[config.mk]
export PLATFORM = sky130hd
export DESIGN_NAME = accel_responder_stub
export DESIGN_NICKNAME = d
export VERILOG_FILES = /design/src/rtl/accel_responder_stub_pkg.sv /design/src/rtl/accel_stub_fifo.sv /design/src/rtl/accel_responder_stub.sv
export SDC_FILE = /design/constraint.sdc
export NUM_CORES = 1
export LEC_CHECK = 0
export CAP_MARGIN = 20
export CORE_ASPECT_RATIO = 1.4
export CORE_MARGIN = 4
export CORE_UTILIZATION = 40
export CTS_BUF_LIST = sky130_fd_sc_hd__clkbuf_4
export DETAILED_ROUTE_END_ITERATION = 8
export PLACE_DENSITY_LB_ADDON = 0.25
export SLEW_MARGIN = 10
export SYNTH_ARGS = -nofsm -noshare
export SYNTH_HDL_FRONTEND = slang
export SYNTH_SLANG_ARGS = --single-unit
[constraint.sdc]
create_clock -name clk_i -period 6.5 [get_ports clk_i]
set_clock_uncertainty 0.2 [all_clocks]
set_input_delay 1.3 -clock clk_i [delete_from_list [all_inputs] [get_ports clk_i]]
set_output_delay 1.3 -clock clk_i [all_outputs]
set_load 0.01 [all_outputs]
[src/rtl/accel_responder_stub_pkg.sv]
// Shared types for the Ara-side request/response stub.
// Entry layout and the vector opcode that marks a request as valid.
package ara_pkg;

  localparam logic [6:0] OPCODE_VECTOR = 7'h57;

  typedef struct packed {
    logic [31:0] insn;
    logic [63:0] rs1;
    logic [63:0] rs2;
  } accel_stub_entry_t;

endpackage

[src/rtl/accel_stub_fifo.sv]
// In-order pending-request buffer with a per-slot saturating age.
// Payload storage has no reset; pointers, count and ages do.
module accel_stub_fifo
  import ara_pkg::*;
#(
  parameter int unsigned DEPTH   = 4,
  parameter int unsigned LATENCY = 3,
  parameter int unsigned PW      = $clog2(DEPTH),
  parameter int unsigned AW      = $clog2(LATENCY + 1)
) (
  input  logic              clk_i,
  input  logic              rst_ni,
  input  logic              push_i,
  input  accel_stub_entry_t entry_i,
  input  logic              pop_i,
  output logic              full_o,
  output logic              empty_o,
  output accel_stub_entry_t head_o,
  output logic [AW-1:0]     head_age_o
);

  accel_stub_entry_t mem_q [DEPTH];

  logic [AW-1:0] age_q [DEPTH];
  logic [AW-1:0] age_d [DEPTH];
  logic [PW-1:0] wptr_q, wptr_d;
  logic [PW-1:0] rptr_q, rptr_d;
  logic [PW:0]   cnt_q, cnt_d;

  assign full_o     = (cnt_q == (PW+1)'(DEPTH));
  assign empty_o    = (cnt_q == '0);
  assign head_o     = mem_q[rptr_q];
  assign head_age_o = age_q[rptr_q];

  always_comb begin
    wptr_d = wptr_q;
    rptr_d = rptr_q;
    cnt_d  = cnt_q;
    for (int i = 0; i < DEPTH; i++) begin
      age_d[i] = age_q[i];
      if (age_q[i] != AW'(LATENCY)) age_d[i] = age_q[i] + AW'(1);
    end
    if (push_i) begin
      age_d[wptr_q] = AW'(1);
      wptr_d        = wptr_q + PW'(1);
    end
    if (pop_i) rptr_d = rptr_q + PW'(1);
    unique case ({push_i, pop_i})
      2'b10:   cnt_d = cnt_q + (PW+1)'(1);
      2'b01:   cnt_d = cnt_q - (PW+1)'(1);
      default: cnt_d = cnt_q;
    endcase
  end

  always_ff @(posedge clk_i or negedge rst_ni) begin
    if (!rst_ni) begin
      wptr_q <= '0;
      rptr_q <= '0;
      cnt_q  <= '0;
      for (int i = 0; i < DEPTH; i++) age_q[i] <= '0;
    end else begin
      wptr_q <= wptr_d;
      rptr_q <= rptr_d;
      cnt_q  <= cnt_d;
      for (int i = 0; i < DEPTH; i++) age_q[i] <= age_d[i];
    end
  end

  always_ff @(posedge clk_i) begin
    if (push_i) mem_q[wptr_q] <= entry_i;
  end

  a_cnt_bound: assert property (
    @(posedge clk_i) disable iff (!rst_ni) cnt_q <= (PW+1)'(DEPTH)
  );

endmodule

[src/rtl/accel_responder_stub.sv]
// Ara stand-in: buffers requests, answers each after LATENCY cycles in order.
// Result is rs1+rs2; error flags a non-vector opcode.
module accel_responder_stub
  import ara_pkg::*;
#(
  parameter int unsigned DEPTH   = 4,
  parameter int unsigned LATENCY = 3,
  parameter int unsigned CNT_W   = 32
) (
  input  logic             clk_i,
  input  logic             rst_ni,
  input  logic             req_valid_i,
  output logic             req_ready_o,
  input  logic [31:0]      insn_i,
  input  logic [63:0]      rs1_i,
  input  logic [63:0]      rs2_i,
  output logic             resp_valid_o,
  input  logic             resp_ready_i,
  output logic [63:0]      result_o,
  output logic             error_o,
  output logic [31:0]      insn_o,
  output logic             idle_o,
  output logic [CNT_W-1:0] n_req_o,
  output logic [CNT_W-1:0] n_resp_o
);

  localparam int unsigned AW = $clog2(LATENCY + 1);

  logic              full, empty, push, pop;
  accel_stub_entry_t entry, head;
  logic [AW-1:0]     head_age;
  logic [CNT_W-1:0]  n_req_q, n_req_d;
  logic [CNT_W-1:0]  n_resp_q, n_resp_d;

  assign entry = '{insn: insn_i, rs1: rs1_i, rs2: rs2_i};

  // No bypass: a full buffer refuses even when the head pops this cycle.
  assign req_ready_o  = ~full;
  assign push         = req_valid_i & ~full;
  assign resp_valid_o = ~empty & (head_age == AW'(LATENCY));
  assign pop          = resp_valid_o & resp_ready_i;
  assign idle_o       = empty;
  assign n_req_o      = n_req_q;
  assign n_resp_o     = n_resp_q;

  accel_stub_fifo #(
    .DEPTH   (DEPTH),
    .LATENCY (LATENCY)
  ) u_fifo (
    .clk_i      (clk_i),
    .rst_ni     (rst_ni),
    .push_i     (push),
    .entry_i    (entry),
    .pop_i      (pop),
    .full_o     (full),
    .empty_o    (empty),
    .head_o     (head),
    .head_age_o (head_age)
  );

  always_comb begin
    result_o = '0;
    error_o  = 1'b0;
    insn_o   = '0;
    if (resp_valid_o) begin
      result_o = head.rs1 + head.rs2;
      error_o  = (head.insn[6:0] != OPCODE_VECTOR);
      insn_o   = head.insn;
    end
  end

  always_comb begin
    n_req_d  = n_req_q;
    n_resp_d = n_resp_q;
    if (push) n_req_d  = n_req_q + CNT_W'(1);
    if (pop)  n_resp_d = n_resp_q + CNT_W'(1);
  end

  always_ff @(posedge clk_i or negedge rst_ni) begin
    if (!rst_ni) begin
      n_req_q  <= '0;
      n_resp_q <= '0;
    end else begin
      n_req_q  <= n_req_d;
      n_resp_q <= n_resp_d;
    end
  end

  a_latency: assert property (@(posedge clk_i) LATENCY >= 1);

  a_resp_hold: assert property (
    @(posedge clk_i) disable iff (!rst_ni)
    resp_valid_o && !resp_ready_i |=>
      resp_valid_o && $stable(result_o) && $stable(insn_o)
  );

endmodule
==> flow_metrics.env, run 1 <==
export IMPL_required_ns=5.00
export IMPL_clk_path_buf_depth=3
export IMPL_ys_ff_latch=719
export IMPL_grt_pass1_vias=20000
export IMPL_synth_cells=1818
export IMPL_yosysTopAreaCellShare_pct=62.5
export IMPL_yosys_area_top_type="edfxtp_1"
export IMPL_area_growth_pct=28.2
export IMPL_vias_per_cell=5.38
export IMPL_wl_per_cell_um=23.0
export IMPL_synth_avg_cell_area_um2=16.9
export IMPL_min_period_over_period_pct=101
export IMPL_antenna_found_initial=10
export IMPL_synth_edf_count=640
export IMPL_dp_hpwl_um=52100
export IMPL_path_max_fanout=5
export IMPL_r2r_end="n_resp_o[28]"
export IMPL_vias=18700
export IMPL_ant_nets=0
export IMPL_synth_async_reset_ratio_pct=11.0
export IMPL_arrival_ns=5.09
export IMPL_r2r_start="u_fifo.rptr_q[0]"
export IMPL_grt_max_degree=122
export IMPL_grt_pass1_wl_um=121000
export IMPL_status="finished with violations"
export IMPL_violations="negative setup slack"
export IMPL_drc=0
export IMPL_max_slew_margin_pct=31.9
export IMPL_cts_root_buf="clkbuf_4"
export IMPL_r2r_cells=12
export IMPL_die_w_um=242
export IMPL_firstDrtPassIters=5
export IMPL_rsz0062_at_grt="true"
export IMPL_maxCapViolCount=0
export IMPL_yosys_top_cells_area="edfxtp_1 63%, mux4_2 12%, dfrtp_1 6.4%, ha_1 2.9%, xnor2_1 2.0%"
export IMPL_start_util_pct=40.3
export IMPL_utilization_pct=51.7
export IMPL_synth_ff_type="edfxtp_1"
export IMPL_tightest_slew_ns=1.01
export IMPL_finalHoldViolCount=0
export IMPL_report_final_slew_viol_count=0
export IMPL_placementRows=120
export IMPL_fmax_mhz=152
export IMPL_gp_congestion=0.870
export IMPL_synthesis_area_um2=30700
export IMPL_drive_gt1_share_pct=29.5
export IMPL_path_class="register to output pin"
export IMPL_layout_nets=2604
export IMPL_clock_sinks=719
export IMPL_setup_violations=9
export IMPL_die_area_um2=81400
export IMPL_hold_depth=1
export IMPL_num_io_pins=328
export IMPL_regToRegSetupSlack_ns=2.18
export IMPL_port_buffers=327
export IMPL_period_needed_ns=6.59
export IMPL_cts_made_buffers=173
export IMPL_end_kind="output pin"
export IMPL_synth_fp_nets=2054
export IMPL_path_clk_slew_ns=0.06
export IMPL_h_tree_depth=4
export IMPL_grt_total_usage_pct=19.6
export IMPL_cts_tree="built"
export IMPL_ys_seq_area_share_pct=69.0
export IMPL_grt_ovfl_total=0
export IMPL_ys_types=73
export IMPL_fillers=6379
export IMPL_ys_warn_count=0
export IMPL_core_area_um2=76300
export IMPL_hold_class="register to register"
export IMPL_worstSetupStartpointType="register"
export IMPL_hold_path_end="n_resp_o[31]"
export IMPL_dr_first_iter_drc_count=1122
export IMPL_die_h_um=336
export IMPL_insertion_delay_ns=0.95
export IMPL_setup_slack_ns=-0.0863
export IMPL_worstHoldStart="n_resp_o[31]"
export IMPL_totalWireLength_um=80200
placed cells by master (no fill, tap or decap), types with 27 or more instances in the layout:
| cell | count |
|---|---|
| clkinv_1 | 43 |
| clkdlybuf4s50_1 | 280 |
| inv_1 | 27 |
| buf_4 | 74 |
| and2_1 | 39 |
| dfrtp_1 | 77 |
| mux4_2 | 159 |
| nand2_1 | 87 |
| xnor2_1 | 69 |
| clkbuf_4 | 249 |
| nor2_1 | 115 |
| edfxtp_1 | 640 |
| xor2_1 | 47 |
| o21ai_0 | 37 |
| a21oi_1 | 61 |
| a21o_1 | 30 |
| nand3_1 | 28 |
| ha_1 | 29 |
sequential cells by signal, summed over array words and instances, names as in the netlist:
register / flops
u_fifo.cnt_q: 3
u_fifo.age_q: 8
u_fifo.rptr_q: 2
n_req_o: 32
u_fifo.wptr_q: 2
u_fifo.mem_q: 640
n_resp_o: 32
cells by family after synthesis:
family / after synthesis / synth area share (%)
AO/OA/AOI/OAI: 248 / 5.31
XOR/XNOR: 120 / 3.42
adder cells (fa/ha/maj): 72 / 2.98
buffers and inverters: 96 / 1.21
flip-flops: 719 / 69.0
multiplexers: 164 / 11.8
AND/OR/NAND/NOR: 399 / 6.28
Yosys cell counts, drive strengths merged, types with 5 or more instances:
master  count
inv        30
nand2      95
xor2       49
xnor2      71
o21bai      9
ha         70
edfxtp    640
clkbuf     40
buf        26
mux4      159
or3b        5
nand3      31
or3         5
a211oi     16
o21a       10
o31ai       7
or2         5
and4        6
a21oi      78
nand4      26
nor3       19
and3       22
o21ai      54
and2       40
o211ai      7
nor2      128
dfrtp      79
a31oi       9
a21o       30
layer usage:
| metal | routed length (um) | track usage, % |
|---|---|---|
| met1 | 31200 | 23.4 |
| met2 | 41600 | 34.1 |
| met3 | 5310 | 5.74 |
| met4 | 2080 | 6.93 |
| met5 | 34 | 0 |
per-stage QoR:
stage	hold slack, ns	setup TNS [ns]	cells	worst slack [ns]	cell area, um2
floorplan	0.256	0	1818	0.555	30700
global placement	0.257	0	3116	0.0517	35600
CTS	0.269	-2.15	3475	-0.230	39300
global route	0.301	-6.41	3480	-0.347	39400
finish	0.269	-0.419	3484	-0.0863	39400
detailed placement	0.257	0	3116	0.0358	35600
worst max-delay path, stage by stage (launching register included):
cell,delay [ns]
dfrtp_4,0.50
buf_6,0.14
buf_12,0.14
mux4_2,0.46
ha_4,0.19
inv_2,0.05
fa_2,0.18
and2b_2,0.25
o2111ai_4,0.27
a2111oi_4,0.13
or4b_4,0.57
nand3_4,0.13
o21a_4,0.20
buf_6,0.12
a21oi_1,0.07
o21a_1,0.19
nor3_2,0.21
clkdlybuf4s15_2,0.28
layout make-up:
type                       instances  area [um2]  share of cell area (%)
timing repair buffer             441        4550                    11.5
inverter                          30         113                   0.286
multi-input combinational       1003       10100                    25.7
sequential                       719       21200                    53.8
tap                              976        1220                    3.10
antenna                            7        17.5                  0.0445
clock inverter                    59         299                   0.759
clock buffer                     249        1870                    4.74
worst max-delay path by stage:
stage,end,depth (start not counted),from
2_1_floorplan,result_o[48],16,u_fifo.rptr_q[0]
3_3_place_gp,result_o[61],14,u_fifo.rptr_q[0]
3_5_place_dp,result_o[61],14,u_fifo.rptr_q[0]
4_1_cts,result_o[48],17,u_fifo.rptr_q[0]
5_1_grt,result_o[48],17,u_fifo.rptr_q[0]
6_report,result_o[40],17,u_fifo.rptr_q[0]
timing repair:
| item | in CTS | in global routing |
|---|---|---|
| buffers inserted | 41 | 4 |
| pin swaps | 54 | 33 |
| hold buffers | 1 | 0 |
| gates cloned | 9 | 0 |
| gates resized for setup | 290 | 54 |
| endpoints found under the hold margin | 39 | 0 |
| setup endpoints to repair | 53 | 43 |
Power of run 1 is left out: the tool's default activity adds up to more than one toggle a clock period on the data nets, which glitch-free logic cannot reach.
==> run 2: changes to the inputs <==
--- a/config.mk
+++ b/config.mk
@@ -6,7 +6,7 @@
 export NUM_CORES = 1
 export LEC_CHECK = 0
 export CAP_MARGIN = 20
-export CORE_ASPECT_RATIO = 1.4
+export CORE_ASPECT_RATIO = 0.9
 export CORE_MARGIN = 4
 export CORE_UTILIZATION = 40
 export CTS_BUF_LIST = sky130_fd_sc_hd__clkbuf_4
==> constraint.sdc (replaced) <==
create_clock -name clk_i -period 7.6 [get_ports clk_i]
set_clock_uncertainty 0.2 [all_clocks]
set_input_delay 1.52 -clock clk_i [delete_from_list [all_inputs] [get_ports clk_i]]
set_output_delay 1.52 -clock clk_i [all_outputs]
set_load 0.01 [all_outputs]
==> run 2 against run 1 <==
  * The run now ends clean
  * Clock-buffer cell count rose by 20
  * Sequential cell count did not move
  * Highest routed layer unchanged
  * Critical path depth fell by 3
  * Routed wire length fell by 4.9%
  * Largest cell class unchanged
  * Setup slack improved by 0.30 ns
  * Worst hold slack improved by 0.011 ns
  * Final cell count fell by 0.14%
  * Final area fell by 2.9%
  * Utilization fell by 1.4 points
==> flow_metrics.env, run 2 (same netlist as run 1, synthesis figures left out) <==
export IMPL_path_clk_slew_ns=0.06
export IMPL_r2r_end="n_resp_o[28]"
export IMPL_ant_nets=0
export IMPL_cts_made_buffers=185
export IMPL_finalHoldViolCount=0
export IMPL_regToRegSetupSlack_ns=2.90
export IMPL_core_area_um2=76200
export IMPL_maxCapViolCount=0
export IMPL_min_period_over_period_pct=97.1
export IMPL_mostFrequentLayoutCell="edfxtp_1"
export IMPL_largest_register_ffs=640
export IMPL_arrival_ns=5.66
export IMPL_clock_sinks=719
export IMPL_antenna_found_initial=18
export IMPL_grt_pass1_wl_um=115000
export IMPL_r2r_cells=14
export IMPL_hold_depth=1
export IMPL_area_growth_pct=24.4
export IMPL_vias=18400
export IMPL_cts_root_buf="clkbuf_4"
export IMPL_start_util_pct=40.4
export IMPL_required_ns=5.88
export IMPL_dr_first_iter_drc_count=1395
export IMPL_path_class="register to output pin"
export IMPL_largest_register="u_fifo.mem_q"
export IMPL_worstSetupStartpointType="register"
export IMPL_startpoint="u_fifo.rptr_q[0]"
export IMPL_grt_total_usage_pct=18.8
export IMPL_h_tree_depth=4
export IMPL_die_w_um=300
export IMPL_clk_path_buf_depth=3
export IMPL_period_needed_ns=7.38
export IMPL_wl_per_cell_um=21.9
export IMPL_placementRows=96
export IMPL_final_cells=3479
export IMPL_grt_pass1_vias=19500
export IMPL_drive_gt1_share_pct=23.2
export IMPL_totalWireLength_um=76200
export IMPL_port_buffers=327
export IMPL_fmax_mhz=135
export IMPL_layout_nets=2540
export IMPL_grt_ovfl_total=0
export IMPL_end_kind="output pin"
export IMPL_setup_tns_ns=0
export IMPL_insertion_delay_ns=1.00
export IMPL_path_max_fanout=11
export IMPL_rsz0062_at_grt="true"
export IMPL_hold_path_end="n_req_o[31]"
export IMPL_die_area_um2=81300
export IMPL_firstDrtPassIters=5
export IMPL_cts_tree="built"
export IMPL_max_slew_margin_pct=34.2
export IMPL_final_cell_mix="640 x edfxtp_1, 323 x clkdlybuf4s50_1, 269 x clkbuf_4"
export IMPL_num_io_pins=328
export IMPL_dp_cells=3127
export IMPL_report_final_slew_viol_count=0
export IMPL_drc=0
export IMPL_grt_max_degree=128
export IMPL_worstHoldStart="n_req_o[31]"
export IMPL_tightest_slew_ns=0.977
export IMPL_vias_per_cell=5.29
export IMPL_gp_congestion=0.876
export IMPL_post_dp_cell_area_um2=35300
export IMPL_die_h_um=271
export IMPL_fillers=6469
export IMPL_dp_hpwl_um=49100
export IMPL_layout_cell_area_non_filler_um2=38200
export IMPL_setup_violations=0
export IMPL_hold_class="register to register"
export IMPL_status="complete, no violations"
export IMPL_r2r_start="u_fifo.rptr_q[0]"
==> run 2: final cells by class <==
type | instances | area (um2) | area share, %
Sequential cell | 719 | 21200 | 55.4
Tap cell | 1029 | 1290 | 3.37
Timing Repair Buffer | 365 | 3800 | 9.93
Clock buffer | 269 | 2020 | 5.28
Clock inverter | 53 | 313 | 0.818
Antenna cell | 11 | 27.5 | 0.0720
Inverter | 30 | 113 | 0.294
Multi-Input combinational cell | 1003 | 9480 | 24.8
==> run 2: per-layer routing <==
layer	GRT usage (%)	vias to the layer above	wire, um
li1	-	8282	-
met4	7.24	16	1970
met2	30.0	640	36800
met3	6.14	153	6150
met5	0	-	120
met1	24.0	9297	31200
==> run 2: worst max path at each step <==
stage,endpoint,slack [ns],depth (start not counted)
final,result_o[56],0.22,14
after global routing,result_o[56],-0.03,14
after CTS,result_o[43],0.003,15
after detailed placement,result_o[48],0.48,12
after global placement,result_o[48],0.59,13
after floorplan,result_o[48],1.43,16
==> run 2: what timing repair did <==
action / CTS / global route
hold endpoints to repair: 0 / 0
gates cloned: 2 / 0
pin swaps: 7 / 9
setup buffers: 13 / 4
setup endpoints to repair: 32 / 20
hold buffers: 0 / 0
gates resized for setup: 41 / 38
==> run 2: worst max-delay path, stage by stage, from the launching register on <==
cell,delay (ns)
dfrtp_4,0.46
buf_4,0.15
buf_6,0.20
mux4_2,0.53
ha_1,0.40
or2_0,0.28
and2_0,0.17
o2111a_1,0.27
or4b_1,0.55
nand3_2,0.20
o21a_2,0.29
o21a_2,0.24
nor4b_2,0.07
a211oi_2,0.26
clkdlybuf4s50_1,0.60
==> run 2: stage by stage <==
step	worst slack, ns	hold WS [ns]	utilization [%]
finish	0.218	0.280	50.2
global route	-0.0314	0.265	50.2
CTS	0.00296	0.283	49.9
detailed placement	0.483	0.268	46.3
global placement	0.587	0.262	46.3
floorplan	1.43	0.256	-
Power of run 2 is left out for the same reason.
